$ cat config.mk
export PLATFORM = sky130hd
export DESIGN_NAME = m_stage_sched
export DESIGN_NICKNAME = d
export VERILOG_FILES = /design/src/rtl/sha256_pkg.sv /design/src/rtl/m_stage_sigma.sv /design/src/rtl/m_stage_sched.sv
export SDC_FILE = /design/constraint.sdc
export NUM_CORES = 1
export LEC_CHECK = 0
export CAP_MARGIN = 20
export CORE_UTILIZATION = 56
export DETAILED_ROUTE_END_ITERATION = 6
export PLACE_DENSITY = 0.83
export SYNTH_ARGS = -nofsm -noshare
export SYNTH_HDL_FRONTEND = slang
export SYNTH_SLANG_ARGS = --single-unit
$ cat constraint.sdc
create_clock -name clk -period 4 [get_ports clk]
set_input_delay 0.8 -clock clk [delete_from_list [all_inputs] [get_ports clk]]
set_output_delay 0.8 -clock clk [all_outputs]
set_load 0.005 [all_outputs]
$ cat src/rtl/sha256_pkg.sv
// sha256_pkg
//   Shared definitions for the SHA-256 datapath.
//   - state_t       : message-schedule FSM encoding (IDLE / LOAD / STREAM)
//   - SHA256_K      : 64-entry round-constant table
//   - sigma0/sigma1 : message-schedule small sigma functions
//   - big_sigma0/1  : compression-round Sigma functions (used by the round stage)
package sha256_pkg;

  typedef enum logic [1:0] {
    IDLE   = 2'd0,
    LOAD   = 2'd1,
    STREAM = 2'd2
  } state_t;

  localparam int unsigned SHA_WORD_W = 32;
  localparam int unsigned SHA_WIN_N  = 16;

  localparam logic [31:0] SHA256_K [0:63] = '{
    32'h428a2f98, 32'h71374491, 32'hb5c0fbcf, 32'he9b5dba5,
    32'h3956c25b, 32'h59f111f1, 32'h923f82a4, 32'hab1c5ed5,
    32'hd807aa98, 32'h12835b01, 32'h243185be, 32'h550c7dc3,
    32'h72be5d74, 32'h80deb1fe, 32'h9bdc06a7, 32'hc19bf174,
    32'he49b69c1, 32'hefbe4786, 32'h0fc19dc6, 32'h240ca1cc,
    32'h2de92c6f, 32'h4a7484aa, 32'h5cb0a9dc, 32'h76f988da,
    32'h983e5152, 32'ha831c66d, 32'hb00327c8, 32'hbf597fc7,
    32'hc6e00bf3, 32'hd5a79147, 32'h06ca6351, 32'h14292967,
    32'h27b70a85, 32'h2e1b2138, 32'h4d2c6dfc, 32'h53380d13,
    32'h650a7354, 32'h766a0abb, 32'h81c2c92e, 32'h92722c85,
    32'ha2bfe8a1, 32'ha81a664b, 32'hc24b8b70, 32'hc76c51a3,
    32'hd192e819, 32'hd6990624, 32'hf40e3585, 32'h106aa070,
    32'h19a4c116, 32'h1e376c08, 32'h2748774c, 32'h34b0bcb5,
    32'h391c0cb3, 32'h4ed8aa4a, 32'h5b9cca4f, 32'h682e6ff3,
    32'h748f82ee, 32'h78a5636f, 32'h84c87814, 32'h8cc70208,
    32'h90befffa, 32'ha4506ceb, 32'hbef9a3f7, 32'hc67178f2
  };

  function automatic logic [31:0] rotr(input logic [31:0] x, input int unsigned n);
    return (x >> n) | (x << (32 - n));
  endfunction

  function automatic logic [31:0] sigma0(input logic [31:0] x);
    return rotr(x, 7) ^ rotr(x, 18) ^ (x >> 3);
  endfunction

  function automatic logic [31:0] sigma1(input logic [31:0] x);
    return rotr(x, 17) ^ rotr(x, 19) ^ (x >> 10);
  endfunction

  function automatic logic [31:0] big_sigma0(input logic [31:0] x);
    return rotr(x, 2) ^ rotr(x, 13) ^ rotr(x, 22);
  endfunction

  function automatic logic [31:0] big_sigma1(input logic [31:0] x);
    return rotr(x, 6) ^ rotr(x, 11) ^ rotr(x, 25);
  endfunction

endpackage

$ cat src/rtl/m_stage_sigma.sv
// m_stage_sigma
//   Combinational next-word generator for the SHA-256 message schedule:
//     o_next = sigma1(W[t-2]) + W[t-7] + sigma0(W[t-15]) + W[t-16]  (mod 2^32)
//   Expressed against a 16-word window whose oldest entry is index 0.
// Ports
//   i_w0   in  32  window[0]  (W[t-16])
//   i_w1   in  32  window[1]  (W[t-15])
//   i_w9   in  32  window[9]  (W[t-7])
//   i_w14  in  32  window[14] (W[t-2])
//   o_next out 32  W[t]
module m_stage_sigma
  import sha256_pkg::*;
(
  input  logic [31:0] i_w0,
  input  logic [31:0] i_w1,
  input  logic [31:0] i_w9,
  input  logic [31:0] i_w14,
  output logic [31:0] o_next
);

  logic [31:0] w_s0;
  logic [31:0] w_s1;

  assign w_s0   = sigma0(i_w1);
  assign w_s1   = sigma1(i_w14);
  // 32-bit sum: carries out of bit 31 are dropped by the result width.
  assign o_next = w_s1 + i_w9 + w_s0 + i_w0;

endmodule

$ cat src/rtl/m_stage_sched.sv
// m_stage_sched
//   SHA-256 message-schedule producer. Loads one 512-bit block as 16 32-bit
//   words (M0 first) and then streams the 64 (w_t, K_t) pairs to the round
//   stage.
//
//   Handshakes: a transfer happens on a rising clk edge where both valid and
//   ready are 1. The producer holds valid and data stable until the transfer;
//   ready may change freely. in_ready is 1 exactly in LOAD, out_valid is 1
//   exactly in STREAM.
//
//   Build option: define M_STAGE_BSWAP_EN to byte-swap each in_data word on
//   capture (little-endian memory images). Undefined: captured unchanged.
//
// Ports
//   clk        in   1       clock, rising edge
//   rst        in   1       asynchronous active-low reset
//   run        in   1       start pulse, honoured only in IDLE
//   in_valid   in   1       in_data valid
//   in_ready   out  1       accepting a message word (LOAD)
//   in_data    in   DATA_W  message word
//   out_valid  out  1       out_w/out_k/out_round valid (STREAM)
//   out_ready  in   1       consumer takes the pair
//   out_w      out  DATA_W  w_t
//   out_k      out  DATA_W  K_t
//   out_round  out  6       t
//   out_last   out  1       out_valid && t == ROUNDS-1
//   busy       out  1       state != IDLE
//   done       out  1       one-cycle pulse after the last pair handshake
//   dbg_state  out  2       current FSM state (state_t encoding)
module m_stage_sched
  import sha256_pkg::*;
#(
  parameter int DATA_W = 32,
  parameter int ROUNDS = 64
) (
  input  logic              clk,
  input  logic              rst,
  input  logic              run,
  input  logic              in_valid,
  output logic              in_ready,
  input  logic [DATA_W-1:0] in_data,
  output logic              out_valid,
  input  logic              out_ready,
  output logic [DATA_W-1:0] out_w,
  output logic [DATA_W-1:0] out_k,
  output logic [5:0]        out_round,
  output logic              out_last,
  output logic              busy,
  output logic              done,
  output logic [1:0]        dbg_state
);

  if (DATA_W != 32) begin : g_width_check
    $error("m_stage_sched: DATA_W must be 32");
  end

  localparam logic [5:0] LAST_T    = 6'(ROUNDS - 1);
  localparam logic [5:0] LAST_WORD = 6'(SHA_WIN_N - 1);

  state_t      r_state;
  logic [31:0] r_win [0:15];
  logic [5:0]  r_cnt;
  logic        r_done;

  logic [31:0] w_capture;
  logic [31:0] w_next_w;
  logic        w_streaming;

`ifdef M_STAGE_BSWAP_EN
  assign w_capture = {in_data[7:0], in_data[15:8], in_data[23:16], in_data[31:24]};
`else
  assign w_capture = in_data;
`endif

  m_stage_sigma u_sigma (
    .i_w0   (r_win[0]),
    .i_w1   (r_win[1]),
    .i_w9   (r_win[9]),
    .i_w14  (r_win[14]),
    .o_next (w_next_w)
  );

  always_ff @(posedge clk or negedge rst) begin
    if (!rst) begin
      r_state <= IDLE;
      r_cnt   <= '0;
      r_done  <= 1'b0;
      for (int i = 0; i < 16; i++) begin
        r_win[i] <= '0;
      end
    end else begin
      r_done <= 1'b0;
      case (r_state)
        IDLE: begin
          if (run) begin
            r_cnt   <= '0;
            r_state <= LOAD;
          end
        end
        LOAD: begin
          if (in_valid) begin
            for (int i = 0; i < 15; i++) begin
              r_win[i] <= r_win[i+1];
            end
            r_win[15] <= w_capture;
            if (r_cnt == LAST_WORD) begin
              r_cnt   <= '0;
              r_state <= STREAM;
            end else begin
              r_cnt <= r_cnt + 6'd1;
            end
          end
        end
        STREAM: begin
          // A stalled consumer freezes the window and counter, so the
          // presented pair stays stable until it is taken.
          if (out_ready) begin
            for (int i = 0; i < 15; i++) begin
              r_win[i] <= r_win[i+1];
            end
            r_win[15] <= w_next_w;
            if (r_cnt == LAST_T) begin
              r_state <= IDLE;
              r_done  <= 1'b1;
            end else begin
              r_cnt <= r_cnt + 6'd1;
            end
          end
        end
        default: r_state <= IDLE;
      endcase
    end
  end

  assign w_streaming = (r_state == STREAM);

  assign in_ready  = (r_state == LOAD);
  assign out_valid = w_streaming;
  assign busy      = (r_state != IDLE);
  assign done      = r_done;
  assign dbg_state = r_state;

  // Data outputs are forced to 0 outside STREAM so that a finished window or
  // the LOAD word counter never leaks onto the round-stage inputs.
  assign out_w     = w_streaming ? r_win[0]        : '0;
  assign out_k     = w_streaming ? SHA256_K[r_cnt] : '0;
  assign out_round = w_streaming ? r_cnt           : '0;
  assign out_last  = w_streaming && (r_cnt == LAST_T);

endmodule

# --- Word-level counts from Yosys, hierarchy flattened ---
# Memories as Yosys holds them, arrays and structs flattened.
# Index checks and enable logic that the tools add are counted.
word_totals:
  mem_count: 1
  romBits: 2048
  wordCells: 75
  ff_bits: 521
  input_bits: 37
  output_inout_bits: 77
classes:
  n_reduce_logical: 8
  magnitude_cmp: 1
  bitwise_logic: 9
  eq_ne: 10
  mux: 23
  addsub: 4
memory_table:
  columns: ["name", "depth", "width", "rd", "rd_clocked_by_memory_dff", "wr", "line_no", "rtl"]
  rows:
  - ["(no name shown)", 64, 32, 1, 0, 0, "m_stage_sched.sv:146", "assign out_k = w_streaming ? SHA256_K[r_cnt] : '0;"]
op_table:
  columns: ["op", "count"]
  rows:
  - ["$mux 512", 2]
  - ["$pmux 512 s2", 1]
  - ["$mux 32", 4]
  - ["$add 32x32->32", 3]
  - ["$xor 32x32->32", 2]
  - ["$mux 6", 6]
  - ["$or 13x32->32", 1]
  - ["$or 14x32->32", 1]
  - ["$or 15x32->32", 1]
  - ["$or 25x32->32", 1]
  - ["$xor 32x22->32", 1]
  - ["$xor 32x29->32", 1]
  - ["$pmux 6 s3", 1]
  - ["$mux 2", 5]
  - ["$reduce_and 5->1", 2]
  - ["$ne 2x2->1 const B", 4]
  - ["$ge 7x7->1 const B", 1]
  - ["$not 6->7", 1]
  - ["$add 6x1->6 const B", 1]
  - ["$eq 6x4->1 const B", 1]
  - ["$eq 6x6->1 const B", 1]
  - ["$pmux 2 s3", 1]
  - ["$ne 2x1->1 const B", 2]
  - ["$reduce_bool 2->1", 2]
  - ["7 further kinds", 9]

# --- Depth between registers and ports, before layout ---
# Gate-level depths: netlist (run 1).
logic_depth:
  depth_word: 8
  mapped_depth: 18
  depth_no_buf: 17

# --- Cells and area by module ---
# A second synthesis (run 1) with hierarchy kept.
hier_totals:
  cells_unflattened: 2301
  area_unflattened_um2: 27791.7
by_module_without_submodules:
  columns: ["mod", "seq_area_each_um2", "cells_each", "n_inst", "area_per_inst_um2"]
  rows:
  - ["m_stage_sched", 13037.5, 1750, 1, 23378.7]
  - ["m_stage_sigma", 0.0, 551, 1, 4413.0]

# --- Least setup slack after synthesis (run 1) ---
# Ideal clock, no wire load.
synth_timing:
  path_kind: "register to register"
  startpoint: "reg r_win[50] in the netlist's numbering"
  endpoint: "reg r_win[19] in the netlist's numbering"
  path_buffers: 1
  path_stages_with_launch: 18
  required_time_ps: 3863
  setup_time_ps: 137
  period_less_slack_ps: 3862
  slack_ps: 138
  t_arrival_ps: 3726
  cell_sequence: "dfrtp_1 > clkbuf_1 > xor2_1 > xnor2_1 > fa_1 > fa_1 > inv_1 > ha_1 > inv_1 > fa_1 > and2b_1 > o2111ai_1 > a21oi_1 > o22ai_2 > o21ba_2 > o21ai_1 > xnor2_1 > o22ai_1"
synth_via:
  elab_chain_cells: 8
synth_rtl:
  columns: ["item", "line_no", "rtl"]
  rows:
  - ["start: declaration", "m_stage_sched.sv:61", "logic [31:0] r_win [0:15];"]
  - ["start signal: indexed assignment", "m_stage_sched.sv:103", "r_win[i] <= r_win[i+1];"]
  - ["start signal: indexed assignment", "m_stage_sched.sv:119", "r_win[i] <= r_win[i+1];"]
  - ["$or 15x32->32", "sha256_pkg.sv:38", "return (x >> n) | (x << (32 - n));"]
  - ["$xor 32x32->32", "sha256_pkg.sv:46", "return rotr(x, 17) ^ rotr(x, 19) ^ (x >> 10);"]
  - ["$xor 32x22->32 *", "sha256_pkg.sv:46", null]
  - ["$add 32x32->32 * (3 in series)", "m_stage_sigma.sv:27", "assign o_next = w_s1 + i_w9 + w_s0 + i_w0;"]
  - ["$mux 512 *", "m_stage_sched.sv:117", "if (out_ready) begin"]
  - ["$pmux 512 s2 *", "m_stage_sched.sv:93", "case (r_state)"]
# Mark *: on every way between the ends. The rest lies on a longest branch, timed or not. The select of a mux whose other input is x is not followed.
# A chain may end at the register's enable or synchronous reset.

# --- Worst setup path after layout (run 1) ---
layout_timing:
  startpoint: "reg r_cnt[0]"
  endpoint: "out out_k[20]"
layout_via:
  elab_chain_cells: 5
layout_rtl:
  columns: ["item", "line_no", "rtl"]
  rows:
  - ["start: declaration", "m_stage_sched.sv:62", "logic [5:0] r_cnt;"]
  - ["start signal: assignment", "m_stage_sched.sv:110", "r_cnt <= r_cnt + 6'd1;"]
  - ["start signal: assignment", "m_stage_sched.sv:126", "r_cnt <= r_cnt + 6'd1;"]
  - ["$not 6->7 (not written as such)", "m_stage_sched.sv:146", null]
  - ["$mem_v2 64x32", null, null]
  - ["$mux 32 (not written as such) (2 in series)", "m_stage_sched.sv:146", null]
  - ["$mux 32", "m_stage_sched.sv:146", null]
  - ["end: declaration", "m_stage_sched.sv:45", "output logic [DATA_W-1:0] out_k,"]
# No other way between the ends. The select of a mux whose other input is x is not followed.

==> impl_table.tex, run 1 <==
\begin{tabular}{lr}
\hline
Metric & Value \\
\hline
\multicolumn{2}{l}{\textbf{Critical path}} \\
Ordered list of cells on the worst path & clkinv\_2 > ha\_2 > nand2b\_1 > nor2\_1 > or4\_1 > a221oi\_1 > clkdlybuf4s50\_1 \\
Worst r2r dst & r\_win[19]\$\_DFFE\_PN0P\_ \\
Arrival time at the worst endpoint & 3.21 ns \\
Crit path largest cell delay & 0.58 ns \\
Largest fanout on the critical path & 8 \\
Critical Setup Path Class & reg -> out \\
R2r setup slk & 0.10 ns \\
Critical path endpoint category & output port \\
Launch instance of the worst register-to-register path & r\_win[50]\$\_DFFE\_PN0P\_ \\
Required @ worst endpoint & 3.20 ns \\
Standard cell with the maximum stage delay on the critical path & clkdlybuf4s50\_1 \\
Length in cells of the worst reg-to-reg path & 16 \\
Element type at the critical path start & register \\
\multicolumn{2}{l}{\textbf{CTS}} \\
Clock transition at path regs & 0.06 ns \\
Clock Tree Root & clkbuf\_16 \\
Clock sink total & 521 \\
Number of buffers created by CTS & 52 \\
TritonCTS clock tree & built \\
Htree depth & 2 \\
Post-CTS Hold Buffers & 0 \\
Insertion delay to the later sink of the worst-skew pair & 0.61 ns \\
Deepest clock path buffer count & 3 \\
\multicolumn{2}{l}{\textbf{Layout}} \\
Area grow syn2layout & 15.22\% \\
Antenna cells & 0 \\
Storage element area & 13,060 µm² \\
Count of filler cells inserted in the layout & 3,829 \\
Net count of the finished layout & 3,501 \\
Fraction of layout cells with a size suffix above 1 & 8.798\% \\
Fin area & 31,460 µm² \\
Area occupied by multi-input gates & 13,100 µm² \\
\multicolumn{2}{l}{\textbf{Placed design}} \\
GPL Wtd Cong & 0.9920 \\
Cell area after placement & 29,410 µm² \\
Worst-case setup slack after placement & 0.09074 ns \\
Port Buffer Count & 113 \\
DP Wirelength & 55,420 µm \\
\multicolumn{2}{l}{\textbf{Drt}} \\
Total number of vias & 23,108 \\
Via density per instance & 5.774 \\
Total detailed-routing wirelength & 79,090 µm \\
Drt first-iter violations & 3,050 \\
DRC violation count after routing & 0 \\
Routed Antenna Nets & 0 \\
Average routed wire per standard cell & 19.76 µm \\
First-pass DRT Iterations & 7 \\
\multicolumn{2}{l}{\textbf{Logic synthesis}} \\
Top cells by instance count after synthesis & 1,391 x nand2\_1, 521 x dfrtp\_1, 180 x clkbuf\_1, 177 x o21ai\_0, 143 x inv\_1 \\
Net count after synthesis & 3,457 \\
Ys Warns & 0 \\
Flop and latch count out of synthesis & 521 \\
Cell area after technology mapping & 27,300 µm² \\
Mean cell area of the mapped netlist & 8.263 µm² \\
Async set-reset flop share out of synthesis & 100.0\% \\
Most common cell in the synthesized netlist & nand2\_1 \\
Fraction of post-synthesis cell area in the top cell type by area & 47.75\% \\
Count of flip-flops with a built-in enable after synthesis & 0 \\
Cell taking the most area after synthesis & dfrtp\_1 \\
Share of synthesized area occupied by flip-flops and latches & 47.75\% \\
Number of distinct library cells after synthesis & 75 \\
Top\_reg\_cell synth & dfrtp\_1 \\
Most area-consuming cells after synthesis & dfrtp\_1 48\%, nand2\_1 19\%, fa\_1 4.5\% \\
Number of standard cells after synthesis & 3,304 \\
\multicolumn{2}{l}{\textbf{GRT}} \\
Total congestion overflow after global routing & 0 \\
Pin count of the biggest net entering global routing & 133 \\
Wire length of the first global-routing pass & 124,500 µm \\
Total global-route track usage & 32.31\% \\
Initial antenna violation count & 1 \\
Number of global-route vias before repair & 22,176 \\
\multicolumn{2}{l}{\textbf{STA}} \\
Period utilisation layout & 100.3\% \\
Final critical delay including setup and external delays & 4.013 ns \\
Slew at the pin with the worst max-slew slack & 0.9152 ns \\
RSZ-0062 raised after global routing & yes \\
Clk\_skew & 0.009952 ns \\
Number of endpoints failing setup at the final stage & 1 \\
Max Transition Viols Final & 0 \\
Hold Violations, Final & 0 \\
Slew margin rel. & 38.99\% \\
F\_max & 249.2 MHz \\
Post-route worst setup slack & -0.01274 ns \\
Worst Hold Margin & 0.2109 ns \\
\multicolumn{2}{l}{\textbf{Die}} \\
I/O pin cnt & 114 \\
Core footprint & 47,950 µm² \\
Horizontal die dimension & 222.8 µm \\
Die area & 49,640 µm² \\
Y dimension of the die & 222.8 µm \\
Initial core utilization & 56.94\% \\
Std cell rows & 80 \\
\multicolumn{2}{l}{\textbf{Outcome}} \\
Violated checks & setup timing \\
Status & finished, violations left \\
\multicolumn{2}{l}{\textbf{Run}} \\
Maximum Capacitance Violations & 0 \\
\multicolumn{2}{l}{\textbf{Worst hold path}} \\
Worst min path class & in -> async \\
\hline
\end{tabular}
[worst max-delay path: cells and delay by family (launching register included)]
| family | cells | cell delay [ns] |
|---|---|---|
| AOI/OAI and AO/OA | 1 | 0.36 |
| adders and majority gates | 1 | 0.34 |
| buffers and inverters | 2 | 0.69 |
| DFF | 1 | 0.40 |
| and+or+nand+nor | 3 | 0.81 |
[final cells by class]
type | count | area share (%)
tap | 615 | 2.446
timing repair buffer | 226 | 7.394
inverter | 145 | 1.734
sequential | 521 | 41.50
multi-input combinational | 2402 | 41.63
clock buffer | 82 | 4.944
clock inverter | 11 | 0.3540
[sequential cells by signal, summed over array words and instances (netlist names)]
signal     cells
dbg_state      2
done           1
r_win        512
r_cnt          6
[layout by cell type (no fill, tap or decap), types with 8 or more instances in the layout]
master,count
ha_1,38
clkbuf_16,53
dfrtp_1,509
nor2_1,121
a21oi_1,118
nand2_1,1388
a31oi_1,20
buf_12,24
dfrtp_2,11
clkbuf_1,17
xnor2_1,88
inv_1,139
ha_2,11
clkdlybuf4s50_1,111
a21o_1,14
nand4_1,8
xor2_1,55
o211ai_1,25
buf_4,84
o21ai_0,174
o22ai_1,10
fa_1,61
a21oi_2,13
clkbuf_8,12
a211oi_1,22
and3_1,11
a311oi_1,14
nand3_1,39
nor3_1,19
[cells by family after synthesis]
kind of cell,Yosys count,share of synthesized area [%]
simple gates,1639,23.52
flops,521,47.75
compound gates,489,10.96
buf+inv,381,5.412
xor+xnor,146,4.684
fa+ha+maj,116,7.021
mux,12,0.6462
[metal layers]
metal  global-route usage, %  vias up  part of all wire, %
met3                   6.771      222                  9.3
met1                   47.71    11250                   43
met5                       0        -                    0
li1                        -    10603                    -
met4                   11.95        0                  3.8
met2                   46.98     1033                   44
[repair_timing]
action	CTS	global route
setup buffers	1	7
setup endpoints to repair	28	37
pin swaps	1	36
resized for setup	23	70
[per-stage QoR]
stage / setup TNS, ns / cells / utilization, %
global route: -1.244 / 4002 / 65.61
finish: -0.01274 / 4002 / 65.61
CTS: -0.02396 / 3996 / 64.99
detailed placement: 0 / 3902 / 61.33
global placement: 0 / 3902 / 61.33
floorplan: 0 / 3304 / -
[worst max-delay path by stage]
| stage | slack (ns) | end | from |
|---|---|---|---|
| 2_1_floorplan | 0.14 | r_win[19]$_DFFE_PN0P_ | r_win[50]$_DFFE_PN0P_ |
| 3_3_place_gp | 0.12 | out_k[21] | r_cnt[1]$_DFFE_PN0P_ |
| 3_5_place_dp | 0.09 | r_win[27]$_DFFE_PN0P_ | r_win[52]$_DFFE_PN0P_ |
| 4_1_cts | -0.02 | out_k[29] | r_cnt[0]$_DFFE_PN0P_ |
| 5_1_grt | -0.12 | out_k[18] | r_cnt[0]$_DFFE_PN0P_ |
| 6_report | -0.01 | out_k[20] | r_cnt[0]$_DFFE_PN0P_ |
Power of run 1 is left out: the tool's default activity adds up to more than one toggle a clock period on the data nets, which glitch-free logic cannot reach.
==> run 2: changes to the inputs <==
==> constraint.sdc (replaced) <==
create_clock -name clk -period 3.35 [get_ports clk]
set_input_delay 0.67 -clock clk [delete_from_list [all_inputs] [get_ports clk]]
set_output_delay 0.67 -clock clk [all_outputs]
set_load 0.005 [all_outputs]
==> run 2 against run 1 <==
Net effect:
- clock skew up 0.029 ns
- critical endpoint is now r_win[29]$_DFFE_PN0P_
- count of clock-buffer cells in the layout down 4
- hold slack worse by 0.16 ns
- the flow finishes with violations (DRC, setup timing)
==> impl_table.tex, run 2 (synthesis results as in run 1) <==
\begin{tabular}{lr}
\hline
Metric & Value \\
\hline
\multicolumn{2}{l}{\textbf{Drt}} \\
Drt first-iter violations & 2,988 (was 3,050) \\
Average routed wire per standard cell & 20.58 µm (was 19.76 µm) \\
Via density per instance & 5.786 (was 5.774) \\
Total detailed-routing wirelength & 88,310 µm (was 79,090 µm) \\
Routed Antenna Nets & 0 (unchanged) \\
First-pass DRT Iterations & 7 (unchanged) \\
DRC violation count after routing & 6 (was 0) \\
Total number of vias & 24,832 (was 23,108) \\
\multicolumn{2}{l}{\textbf{Critical path}} \\
Worst r2r dst & r\_win[29]\$\_DFFE\_PN0P\_ (was r\_win[19]\$\_DFFE\_PN0P\_) \\
Largest fanout on the critical path & 2 (was 8) \\
Critical Setup Path Class & reg -> reg (was reg -> out) \\
Length in cells of the worst reg-to-reg path & 17 (was 16) \\
Element type at the critical path start & register (unchanged) \\
Launch instance of the worst register-to-register path & r\_win[52]\$\_DFFE\_PN0P\_ (was r\_win[50]\$\_DFFE\_PN0P\_) \\
R2r setup slk & -0.53 ns (was 0.10 ns) \\
Critical path endpoint category & register (was output port) \\
Arrival time at the worst endpoint & 4.32 ns (was 3.21 ns) \\
Required @ worst endpoint & 3.79 ns (was 3.20 ns) \\
\multicolumn{2}{l}{\textbf{STA}} \\
Clk\_skew & 0.03896 ns (was 0.009952 ns) \\
Number of endpoints failing setup at the final stage & 42 (was 1) \\
RSZ-0062 raised after global routing & yes (unchanged) \\
Slew at the pin with the worst max-slew slack & 1.352 ns (was 0.9152 ns) \\
Slew margin rel. & 9.853\% (was 38.99\%) \\
Final critical delay including setup and external delays & 3.878 ns \\
Sum of negative setup slack & -10.83 ns (was -0.01274 ns) \\
Post-route worst setup slack & -0.5284 ns (was -0.01274 ns) \\
Period utilisation layout & 115.8\% \\
Max Transition Viols Final & 0 (unchanged) \\
Hold Violations, Final & 0 (unchanged) \\
F\_max & 257.8 MHz \\
\multicolumn{2}{l}{\textbf{GRT}} \\
Number of global-route vias before repair & 23,758 (was 22,176) \\
Pin count of the biggest net entering global routing & 258 (was 133) \\
Wire length of the first global-routing pass & 135,500 µm (was 124,500 µm) \\
Total global-route track usage & 35.38\% (was 32.31\%) \\
Total congestion overflow after global routing & 0 (unchanged) \\
Initial antenna violation count & 0 (was 1) \\
\multicolumn{2}{l}{\textbf{CTS}} \\
Clock transition at path regs & 0.06 ns (about the same) \\
Deepest clock path buffer count & 3 (unchanged) \\
TritonCTS clock tree & built (unchanged) \\
Number of buffers created by CTS & 53 (was 52) \\
Htree depth & 2 (unchanged) \\
Post-CTS Hold Buffers & 0 (unchanged) \\
Clock Tree Root & clkbuf\_16 (unchanged) \\
Clock sink total & 521 (unchanged) \\
Insertion delay to the later sink of the worst-skew pair & 0.62 ns (was 0.61 ns) \\
\multicolumn{2}{l}{\textbf{Layout}} \\
Flip-flop count of the largest register after layout & 512 (unchanged) \\
Top reg by flops & r\_win (unchanged) \\
Most frequent cells in the layout & 1,373 x nand2\_1, 509 x dfrtp\_1, 326 x buf\_4, 146 x o21ai\_0, 133 x inv\_1 (was 1,388 x nand2\_1, 509 x dfrtp\_1, 174 x o21ai\_0, 139 x inv\_1, 121 x nor2\_1) \\
Fin area & 34,750 µm² (was 31,460 µm²) \\
Antenna cells & 0 (unchanged) \\
Number of standard cells in the layout, taps in and fillers out & 4,292 (was 4,002) \\
Net count of the finished layout & 3,789 (was 3,501) \\
Most frequent standard cell in the layout excluding fill and tap cells & nand2\_1 (unchanged) \\
Storage element area & 13,060 µm² (unchanged) \\
Area occupied by multi-input gates & 13,970 µm² (was 13,100 µm²) \\
Fraction of layout cells with a size suffix above 1 & 20.10\% (was 8.798\%) \\
Area grow syn2layout & 27.27\% (was 15.22\%) \\
Count of filler cells inserted in the layout & 3,386 (was 3,829) \\
\multicolumn{2}{l}{\textbf{Outcome}} \\
Violated checks & DRC, setup timing (was setup timing) \\
Status & finished, violations left (unchanged) \\
\multicolumn{2}{l}{\textbf{Placed design}} \\
Port Buffer Count & 113 (unchanged) \\
DP Wirelength & 60,260 µm (was 55,420 µm) \\
Cell area after placement & 31,270 µm² (was 29,410 µm²) \\
Cells after DPL & 4,136 (was 3,902) \\
GPL Wtd Cong & 0.9866 (was 0.9920) \\
\multicolumn{2}{l}{\textbf{Worst hold path}} \\
Worst min path class & in -> async (unchanged) \\
\multicolumn{2}{l}{\textbf{Die}} \\
I/O pin cnt & 114 (unchanged) \\
Horizontal die dimension & 222.8 µm (unchanged) \\
Initial core utilization & 56.94\% (unchanged) \\
Die area & 49,640 µm² (unchanged) \\
Y dimension of the die & 222.8 µm (unchanged) \\
Core footprint & 47,950 µm² (unchanged) \\
Std cell rows & 80 (unchanged) \\
\multicolumn{2}{l}{\textbf{Run}} \\
Maximum Capacitance Violations & 0 (unchanged) \\
\hline
\end{tabular}
run 2: cell count changes in the layout (fill, tap and decap cells not counted), sizes merged, moves of 4 or more:
cell,delta
buf,+310
clkdlybuf4s50,-31
clkinv,+5
inv,-5
bufinv,+4
run 2: final cells by class:
type / instances / area share, %
multi-input cells: 2402 / 40.20
flip-flops and latches: 521 / 37.57
repair buffers: 513 / 13.32
clock buffers: 78 / 4.289
well taps: 615 / 2.215
inverters: 145 / 1.635
clock inverters: 18 / 0.7706
run 2: through the flow:
stage          hold slack [ns]  worst slack, ns  util [%]
2_1_floorplan           0.3744          -0.3225         -
3_3_place_gp            0.4444          -0.3988     65.23
3_5_place_dp            0.4487          -0.4583     65.23
4_1_cts                0.04881          -0.5002     71.20
5_1_grt                0.08110          -0.6537     72.47
6_report               0.05434          -0.5284     72.47
run 2: worst max-delay path, cell delays in order, from the launching register on:
cell       delay, ns
dfrtp_1         0.40
xor2_1          0.18
xnor2_1         0.15
fa_1            0.56
fa_2            0.47
inv_2           0.08
ha_4            0.13
inv_2           0.03
fa_2            0.33
and2b_1         0.23
o2111ai_2       0.14
a21oi_2         0.26
buf_4           0.15
o221ai_2        0.10
nand2_2         0.11
a21oi_2         0.07
xnor2_1         0.20
o22ai_1         0.10
run 2: timing repair:
item,4_1_cts,5_1_grt
cloned,1,1
hold endpoints to repair,0,0
setup buffers,39,31
pin swaps,107,111
resized for setup,290,145
setup endpoints to repair,60,61
run 2: routing by layer:
| layer | vias up | track usage (%) | wire [µm] |
|---|---|---|---|
| met5 | - | 0 | 0 |
| met4 | 0 | 11.50 | 3241 |
| met3 | 242 | 8.040 | 8744 |
| met2 | 1296 | 53.54 | 39590 |
| met1 | 12110 | 50.58 | 36730 |
| li1 | 11184 | - | - |
run 2: how the worst max path moves through the flow:
stage	from	to	slack, ns	cells after the start
2_1_floorplan	r_win[50]$_DFFE_PN0P_	r_win[19]$_DFFE_PN0P_	-0.32	17
3_3_place_gp	r_win[52]$_DFFE_PN0P_	r_win[27]$_DFFE_PN0P_	-0.40	16
3_5_place_dp	r_win[52]$_DFFE_PN0P_	r_win[27]$_DFFE_PN0P_	-0.46	16
4_1_cts	r_win[52]$_DFFE_PN0P_	r_win[19]$_DFFE_PN0P_	-0.50	16
5_1_grt	r_win[52]$_DFFE_PN0P_	r_win[19]$_DFFE_PN0P_	-0.65	16
6_report	r_win[52]$_DFFE_PN0P_	r_win[29]$_DFFE_PN0P_	-0.53	17
Power of run 2 is left out for the same reason.
